File: config.mk
export PLATFORM = sky130hd
export DESIGN_NAME = sha256_round_engine_flat
export DESIGN_NICKNAME = d
export VERILOG_FILES = /design/src/rtl/sha256_round_engine_if.sv /design/src/rtl/sha256_round_engine.sv /design/src/flat_wrapper.sv
export SDC_FILE = /design/constraint.sdc
export NUM_CORES = 2
export LEC_CHECK = 0
export CAP_MARGIN = 10
export CORE_AREA = 4 4 418 420
export CTS_BUF_LIST = sky130_fd_sc_hd__clkbuf_2 sky130_fd_sc_hd__clkbuf_4 sky130_fd_sc_hd__clkbuf_8
export CTS_CLUSTER_SIZE = 12
export DETAILED_ROUTE_END_ITERATION = 8
export DIE_AREA = 0 0 422 424
export PLACE_DENSITY_LB_ADDON = 0.25
export SETUP_SLACK_MARGIN = 0.2
export SYNTH_ARGS = -nofsm -noshare
export SYNTH_HDL_FRONTEND = slang
export SYNTH_SLANG_ARGS = --single-unit
File: constraint.sdc
create_clock -name clk -period 124.5 [get_ports clk]
set_clock_uncertainty 0.2 [all_clocks]
set_input_delay 12.45 -clock clk [delete_from_list [all_inputs] [get_ports clk]]
set_output_delay 12.45 -clock clk [all_outputs]
set_load 0.05 [all_outputs]
File: src/rtl/sha256_round_engine_if.sv
// ---------------------------------------------------------------------------
// sha256_round_engine_if
//   Bundles the block-level signals of the SHA-256 round engine.
//   master : front end plus constant lookup. It drives start, block_in,
//            h_in and k_const, and observes k_round, busy, done and h_out.
//   slave  : the engine itself.
// ---------------------------------------------------------------------------
interface sha256_round_engine_if;
  logic         start;     // request to compress one block
  logic [511:0] block_in;  // W0 at [511:480] .. W15 at [31:0]
  logic [255:0] h_in;      // H0 at [255:224] .. H7 at [31:0]
  logic [5:0]   k_round;   // round index presented to the constant lookup
  logic [31:0]  k_const;   // K[k_round], returned combinationally
  logic         busy;      // high in ROUND and FINAL
  logic         done;      // one-cycle pulse when h_out has been updated
  logic [255:0] h_out;     // resulting chaining value

  modport master (
    output start, block_in, h_in, k_const,
    input  k_round, busy, done, h_out
  );

  modport slave (
    input  start, block_in, h_in, k_const,
    output k_round, busy, done, h_out
  );
endinterface

File: src/rtl/sha256_round_engine.sv
// ---------------------------------------------------------------------------
// sha256_round_engine
//   Iterative SHA-256 compression. It runs one round per clock for 64 rounds,
//   then spends one FINAL cycle on the chaining-value feed-forward.
//   Ports:
//     clk  rising-edge clock
//     rst  asynchronous reset, active-high
//     bus  sha256_round_engine_if.slave. It carries start, block_in, h_in and
//          k_const in, and k_round, busy, done and h_out out.
//   The round constant comes from an external combinational lookup indexed
//   by k_round in the same cycle.
// ---------------------------------------------------------------------------
module sha256_round_engine (
  input  logic                        clk,
  input  logic                        rst,
  sha256_round_engine_if.slave        bus
);

  localparam logic [1:0] ST_IDLE  = 2'd0;
  localparam logic [1:0] ST_ROUND = 2'd1;
  localparam logic [1:0] ST_FINAL = 2'd2;

  function automatic logic [31:0] big_sigma0(input logic [31:0] x);
    return {x[1:0], x[31:2]} ^ {x[12:0], x[31:13]} ^ {x[21:0], x[31:22]};
  endfunction

  function automatic logic [31:0] big_sigma1(input logic [31:0] x);
    return {x[5:0], x[31:6]} ^ {x[10:0], x[31:11]} ^ {x[24:0], x[31:25]};
  endfunction

  function automatic logic [31:0] small_sigma0(input logic [31:0] x);
    return {x[6:0], x[31:7]} ^ {x[17:0], x[31:18]} ^ {3'b000, x[31:3]};
  endfunction

  function automatic logic [31:0] small_sigma1(input logic [31:0] x);
    return {x[16:0], x[31:17]} ^ {x[18:0], x[31:19]} ^ {10'b0, x[31:10]};
  endfunction

  logic [1:0]   state_q, state_d;
  logic [5:0]   cnt_q, cnt_d;
  logic [31:0]  v_q [8];    // working variables a..h, index 0 is a
  logic [31:0]  v_d [8];
  logic [31:0]  hr_q [8];   // chaining value captured at start, H0..H7
  logic [31:0]  hr_d [8];
  logic [31:0]  w_q [16];   // message schedule window, w[0] is W_t
  logic [31:0]  w_d [16];
  logic [255:0] h_out_q, h_out_d;
  logic         done_q, done_d;

  logic [31:0]  t1, t2, w_next;

  // k_const enters here. This is the longest path: lookup -> T1 -> T1+T2 -> a.
  assign t1 = v_q[7] + big_sigma1(v_q[4])
            + ((v_q[4] & v_q[5]) ^ (~v_q[4] & v_q[6]))
            + bus.k_const + w_q[0];
  assign t2 = big_sigma0(v_q[0])
            + ((v_q[0] & v_q[1]) ^ (v_q[0] & v_q[2]) ^ (v_q[1] & v_q[2]));
  assign w_next = small_sigma1(w_q[14]) + w_q[9] + small_sigma0(w_q[1]) + w_q[0];

  always_comb begin
    // NOTE: every _d starts as its _q. Any path that does not assign a
    // signal then holds it instead of inferring a latch.
    state_d = state_q;
    cnt_d   = cnt_q;
    v_d     = v_q;
    hr_d    = hr_q;
    w_d     = w_q;
    h_out_d = h_out_q;
    done_d  = 1'b0;

    case (state_q)
      ST_IDLE: begin
        if (bus.start) begin
          state_d = ST_ROUND;
          cnt_d   = '0;
          for (int i = 0; i < 8; i++) begin
            hr_d[i] = bus.h_in[255 - 32*i -: 32];
            v_d[i]  = bus.h_in[255 - 32*i -: 32];
          end
          for (int i = 0; i < 16; i++) begin
            w_d[i] = bus.block_in[511 - 32*i -: 32];
          end
        end
      end

      ST_ROUND: begin
        v_d[7] = v_q[6];
        v_d[6] = v_q[5];
        v_d[5] = v_q[4];
        v_d[4] = v_q[3] + t1;
        v_d[3] = v_q[2];
        v_d[2] = v_q[1];
        v_d[1] = v_q[0];
        v_d[0] = t1 + t2;
        for (int i = 0; i < 15; i++) begin
          w_d[i] = w_q[i + 1];
        end
        w_d[15] = w_next;
        // The counter wraps 63 -> 0 on its own when ROUND is left.
        cnt_d = cnt_q + 6'd1;
        if (cnt_q == 6'd63) begin
          state_d = ST_FINAL;
        end
      end

      ST_FINAL: begin
        for (int i = 0; i < 8; i++) begin
          h_out_d[255 - 32*i -: 32] = hr_q[i] + v_q[i];
        end
        done_d  = 1'b1;
        state_d = ST_IDLE;
      end

      default: state_d = ST_IDLE;
    endcase
  end

  always_ff @(posedge clk or posedge rst) begin
    if (rst) begin
      state_q <= ST_IDLE;
      cnt_q   <= '0;
      h_out_q <= '0;
      done_q  <= 1'b0;
      // NOTE: the register arrays are cleared explicitly. Reset must wipe
      // the in-flight block, so they cannot be left as uninitialised RAM.
      for (int i = 0; i < 8; i++) begin
        v_q[i]  <= '0;
        hr_q[i] <= '0;
      end
      for (int i = 0; i < 16; i++) begin
        w_q[i] <= '0;
      end
    end else begin
      // NOTE: use non-blocking assignments only. Every flop then samples its
      // _d from the same pre-edge values.
      state_q <= state_d;
      cnt_q   <= cnt_d;
      v_q     <= v_d;
      hr_q    <= hr_d;
      w_q     <= w_d;
      h_out_q <= h_out_d;
      done_q  <= done_d;
    end
  end

  assign bus.busy    = (state_q == ST_ROUND) || (state_q == ST_FINAL);
  assign bus.k_round = (state_q == ST_ROUND) ? cnt_q : 6'd0;
  assign bus.done    = done_q;
  assign bus.h_out   = h_out_q;

endmodule

File: src/flat_wrapper.sv
// flat-port wrapper written by rule: the top's interface ports become plain ports
module sha256_round_engine_flat 
  (clk, rst, bus_start, bus_block_in, bus_h_in, bus_k_const, bus_k_round, bus_busy, bus_done, bus_h_out);
  sha256_round_engine_if bus_i ();
  input  logic clk;
  input  logic rst;
  input wire logic [$bits(bus_i.start)-1:0] bus_start;
  input wire logic [$bits(bus_i.block_in)-1:0] bus_block_in;
  input wire logic [$bits(bus_i.h_in)-1:0] bus_h_in;
  input wire logic [$bits(bus_i.k_const)-1:0] bus_k_const;
  output wire logic [$bits(bus_i.k_round)-1:0] bus_k_round;
  output wire logic [$bits(bus_i.busy)-1:0] bus_busy;
  output wire logic [$bits(bus_i.done)-1:0] bus_done;
  output wire logic [$bits(bus_i.h_out)-1:0] bus_h_out;
  assign bus_i.start = bus_start;
  assign bus_i.block_in = bus_block_in;
  assign bus_i.h_in = bus_h_in;
  assign bus_i.k_const = bus_k_const;
  assign bus_k_round = bus_i.k_round;
  assign bus_busy = bus_i.busy;
  assign bus_done = bus_i.done;
  assign bus_h_out = bus_i.h_out;
  sha256_round_engine u_core (.clk(clk), .rst(rst), .bus(bus_i));
endmodule
Word level (Yosys, flattened, before mapping)

Index checks and enable logic that the tools add are counted.

Bits in registers: 1289
Bits of input ports: 803
Output and inout port bits: 264
Logic and storage cells: 94

Add/sub/neg operators: 19
Equal/unequal tests: 5
Mux-type cells: 11
Bitwise logic cells: 17
Reduce and logical (&&, ||, !) cells: 6

Operators by type and width:

| operator              | count |
|---|---|
| $pmux W512 S2         | 1 |
| $add A32 B32 Y32      | 18 |
| $mux W512             | 1 |
| $pmux W256 S2         | 1 |
| $xor A32 B32 Y32      | 9 |
| $mux W256             | 1 |
| $and A32 B32 Y32      | 5 |
| $not A32 Y32          | 1 |
| $xor A32 B22 Y32      | 1 |
| $xor A32 B29 Y32      | 1 |
| $mux W6               | 2 |
| $pmux W6 S2           | 1 |
| $add A6 B1 Y6 const B | 1 |
| $eq A6 B6 Y1 const B  | 1 |
| $reduce_and A2 Y1     | 3 |
| $mux W2               | 2 |
| $pmux W2 S2           | 1 |
| $eq A2 B1 Y1 const B  | 1 |
| $eq A2 B2 Y1 const B  | 1 |
| $logic_not A2 Y1      | 1 |
| $ne A2 B1 Y1 const B  | 1 |
| $ne A2 B2 Y1 const B  | 1 |
| $reduce_bool A2 Y1    | 1 |
| $logic_or A1 B1 Y1    | 1 |
| $mux W1               | 1 |

Depth between registers and ports, before layout

Depth after elaboration: 8
Mapped depth: 35
Gate-level depth less buffers: 34

Worst setup path before layout

Ideal clock, no wire load.

Path type: input port to flip-flop
Start: input port bus_k_const[2]
End: register u_core.v_q[127] (netlist name)
Library setup time: 0.078 ns
Data arrival time: 18.532 ns
Data required time: 124.222 ns
Path slack: 105.689 ns
Cell stages on the path: 33
Path buffers: 0
Path through: inv_1 fa_1 inv_1 fa_1 inv_1 fa_1 inv_1 ha_1 a21o_1 a21oi_1 o21bai_1 a31o_2 o21ai_1 o21bai_1 a21oi_1 o21ai_1 o311a_1 o21ai_0 nand2b_1 xor2_1 ha_1 a21o_1 a21oi_1 nor2b_1 o21ai_0 nand2b_1 a21o_1 a21o_1 a221oi_1 o21bai_1 a21oi_1 xnor3_1 o21ai_1

Cells in the longest elaborated chain, start to end: 4

Ends and longest elaborated chain:

| element                       | line                       | RTL |
|---|---|---|
| start, declared               | flat_wrapper.sv:10         | `input wire logic [$bits(bus_i.k_const)-1:0] bus_k_const;` |
| $add A32 B32 Y32 (2 in a row) | sha256_round_engine.sv:55  | `+ bus.k_const + w_q[0];` |
| $add A32 B32 Y32              | sha256_round_engine.sv:90  | `v_d[4] = v_q[3] + t1;` |
| $pmux W256 S2                 | sha256_round_engine.sv:71  | `case (state_q)` |
| end signal, assigned          | sha256_round_engine.sv:138 | `v_q <= v_d;` |
| end, declared                 | sha256_round_engine.sv:41  | `logic [31:0] v_q [8];` |

No other way between the ends.
A chain may end at the register's enable or synchronous reset.

Worst setup path in the final report

Same ends and word-level chain as after synthesis.

==> results.cfg <==
[final_layout]
layout.cells.most_common = sky130_fd_sc_hd__dfrtp_1
drive_gt1_share_pct = 10.94
finalInstanceArea_um2 = 95930
layout.cells.most_common_list = sky130_fd_sc_hd__dfrtp_1 (1289), sky130_fd_sc_hd__clkdlybuf4s50_1 (1066), sky130_fd_sc_hd__nand2_1 (915), sky130_fd_sc_hd__o21ai_0 (878), sky130_fd_sc_hd__mux2i_1 (752)
layout.nets = 10020
synthToLayoutAreaGrowth_pct = 22.38
postLayoutCoreUtil_pct = 56.11

[logic_synthesis]
synth_nets = 9103
syn_avg_cell_area_um2 = 10.14
synth_seq_area_share_pct = 41.15
ys_top_cells_by_area = sky130_fd_sc_hd__dfrtp_1 (41%), sky130_fd_sc_hd__mux2i_1 (9.6%), sky130_fd_sc_hd__mux2_2 (6.3%), sky130_fd_sc_hd__ha_1 (6.0%), sky130_fd_sc_hd__o21ai_0 (5.6%)
postSynthRegisterBits = 1289
synth-main-ff-cell = sky130_fd_sc_hd__dfrtp_1
netlist_instances = 7729
synthArstFlopShare_pct = 100.0
synth.largest_area_cell = sky130_fd_sc_hd__dfrtp_1
synth_largest_type_area_fraction_pct = 41.15
synth_enable_flop_cells = 0
synth.distinct_cells = 90
synth.yosys.warnings = 0
post_synth_instance_area_um2 = 78390

[routing]
detail_route.vias_per_cell = 5.651
post-route-drc-count = 0
drt_wl_total_um = 307000
ant_nets = 0
drt-wirelength-per-cell_um = 27.60
violation_count_after_the_first_detailed_routing_iteration = 5281
detailroute.via_count = 62860
drt-pass1-iter-count = 6

[critical_path]
worst_path_fanout_max = 5
cp-startpoint = bus_k_const[2]
critical_path_class = input pin to register
crit_arrival_ns = 20.17
cp_slowest_cell = sky130_fd_sc_hd__clkdlybuf4s50_1
worstReg2RegStart = u_core.v_q[109]
kind_of_launch_point_of_the_worst_setup_path = input pin
data_required_time_at_the_worst_endpoint_ns = 125.21
critPathMaxStageDelay_ns = 0.56
critical_path.endpoint_type = register

[global_routing]
first_global_vias = 62830
grt_overflow_total = 0
global_route.usage.total_pct = 33.41
initial_antenna_violation_count = 114
grt_first_pass_wirelength_um = 436400
pin_count_of_the_biggest_net_entering_global_routing = 172

[timing]
holdWs_ns = 0.2771
setup_tns_ns = 0
final_period_minus_worst_setup_slack_ns = 19.47
setup_viol = 0
slew_headroom_pct = 25.27
hold_viol_final = 0
worst-slew-pin-transition_ns = 1.121
maxClockFrequency_ghz = 0.05138
finalCritPeriodShare_pct = 15.63
rsz0062_at_grt = false
slew_viol_final = 0

[place]
detailedPlacementHpwl_um = 244600
gpl.final_weighted_congestion = 0.9721
placed_cell_areas_um2 = 90860
numPortBuffers = 1066

[die]
core-area_um2 = 171000
floorplan.initialDensity_pct = 45.85
core.rowCount = 152
floorplan.io_pins = 1067
chipWidth_um = 422
die_h_um = 424
full_die_area_um2 = 178900

[status]
run_status = finished, final reports clean

[clocking]
ctsHtreeMaxLevel = 4
cts_made_buffers = 223
clk_pin_slew_ns = 0.06
post_cts_resized = 0
postCtsHoldBufs = 0
numClockSinks = 1289
cts-root-to-sink-buffers = 3
tritoncts = done
clockRootBuffer = sky130_fd_sc_hd__clkbuf_8
postCtsSetupBuffers = 0
insertion_delay_to_the_later_sink_of_the_worst_skew_pair_ns = 1.00

[min_path]
hp-class = register to register
hold_path.startpoint = u_core.w_q[327]

[job]
cap_viol_max_count = 0
## per-layer routing
metal  routed length [µm]  vias to the layer above  track usage (%)
met3                20200                      711            7.000
met2               148200                     2348            55.90
met5                  374                        -                0
met4                19890                       54            19.95
li1                     -                    28710                -
met1               118300                    31040            39.75
## cell usage after synthesis (7+ instances only)
cell type and count:
sky130_fd_sc_hd__nand4_1 21, sky130_fd_sc_hd__dfrtp_1 1289, sky130_fd_sc_hd__o41ai_1 7, sky130_fd_sc_hd__or2_2 9, sky130_fd_sc_hd__and2_1 12, sky130_fd_sc_hd__nand3_1 62, sky130_fd_sc_hd__a21boi_1 10, sky130_fd_sc_hd__or3_1 26
sky130_fd_sc_hd__xnor2_1 438, sky130_fd_sc_hd__a21oi_1 366, sky130_fd_sc_hd__o21ai_1 33, sky130_fd_sc_hd__a2111o_1 7, sky130_fd_sc_hd__fa_1 195, sky130_fd_sc_hd__nand2b_1 38, sky130_fd_sc_hd__buf_1 22, sky130_fd_sc_hd__a31oi_1 35
sky130_fd_sc_hd__inv_1 371, sky130_fd_sc_hd__o21bai_1 56, sky130_fd_sc_hd__a221oi_1 9, sky130_fd_sc_hd__mux2_2 436, sky130_fd_sc_hd__ha_1 376, sky130_fd_sc_hd__a21o_1 147, sky130_fd_sc_hd__o21ai_0 879, sky130_fd_sc_hd__a211oi_1 36
sky130_fd_sc_hd__xor2_1 131, sky130_fd_sc_hd__nor2_1 230, sky130_fd_sc_hd__o31ai_1 28, sky130_fd_sc_hd__nand3b_1 7, sky130_fd_sc_hd__mux2i_1 752, sky130_fd_sc_hd__maj3_1 22, sky130_fd_sc_hd__nand2_1 916, sky130_fd_sc_hd__a211o_1 8
sky130_fd_sc_hd__clkbuf_1 424, sky130_fd_sc_hd__o211ai_1 35, sky130_fd_sc_hd__o21a_1 37, sky130_fd_sc_hd__nor3_1 58, sky130_fd_sc_hd__and3_1 33, sky130_fd_sc_hd__nor2b_1 37
## critical path, delay by kind of cell
| kind | cells | cell delay (ns) |
|---|---|---|
| compound gates | 19 | 3.87 |
| xor+xnor | 2 | 0.61 |
| fa+ha+maj | 5 | 2.19 |
| buf+inv | 5 | 0.80 |
| simple gates | 3 | 0.23 |
## registers in the layout, summed over array words and instances (netlist names)
name / cells
u_core.w_q: 512
u_core.bus.h_out: 256
u_core.bus.done: 1
u_core.state_q: 2
u_core.cnt_q: 6
u_core.hr_q: 256
u_core.v_q: 256
## final cells by class
cell class	count	area, µm²
Antenna cell	67	167.7
Clock buffer	349	4384
Clock inverter	51	513.0
Fill cell	15030	75040
Inverter	376	1426
Multi-Input combinational cell	5618	43090
Sequential cell	1289	32260
Tap cell	2233	2794
Timing Repair Buffer	1141	11300
## path summary, 6_finish.rpt
check	to	depth (start not counted)	slack [ns]
setup / recovery	u_core.v_q[127]	34	105.04
hold / removal	u_core.w_q[327]	2	0.28
setup reg to reg	u_core.v_q[127]	34	115.98
hold reg to reg	u_core.w_q[327]	2	0.28
max in group asynchronous	u_core.bus.h_out[58]	7	107.40
min in group asynchronous	u_core.w_q[80]	2	11.90
## logic make-up (layout without fill, tap and decap cells)
logic type               after synthesis  in the layout  share of synthesized area [%]
XOR/XNOR                             571            571                          6.415
buffers and inverters                822           1917                          3.944
other                                  0             67                              0
AND/OR/NAND/NOR                     1476           1476                          8.000
adder cells (fa/ha/maj)              593            593                          11.26
multiplexers                        1188           1188                          15.87
AO/OA/AOI/OAI                       1790           1790                          13.36
flip-flops                          1289           1289                          41.15
## metrics by stage
step / instances / setup WS, ns
CTS: 11060 / 105.20
global route: 11110 / 104.48
global placement: 10660 / 104.12
detailed placement: 10660 / 104.10
finish: 11120 / 105.04
floorplan: 7729 / 75.52
Power is not shown: default switching activity piles up to over one toggle a cycle in this logic, so the estimate is an artifact.
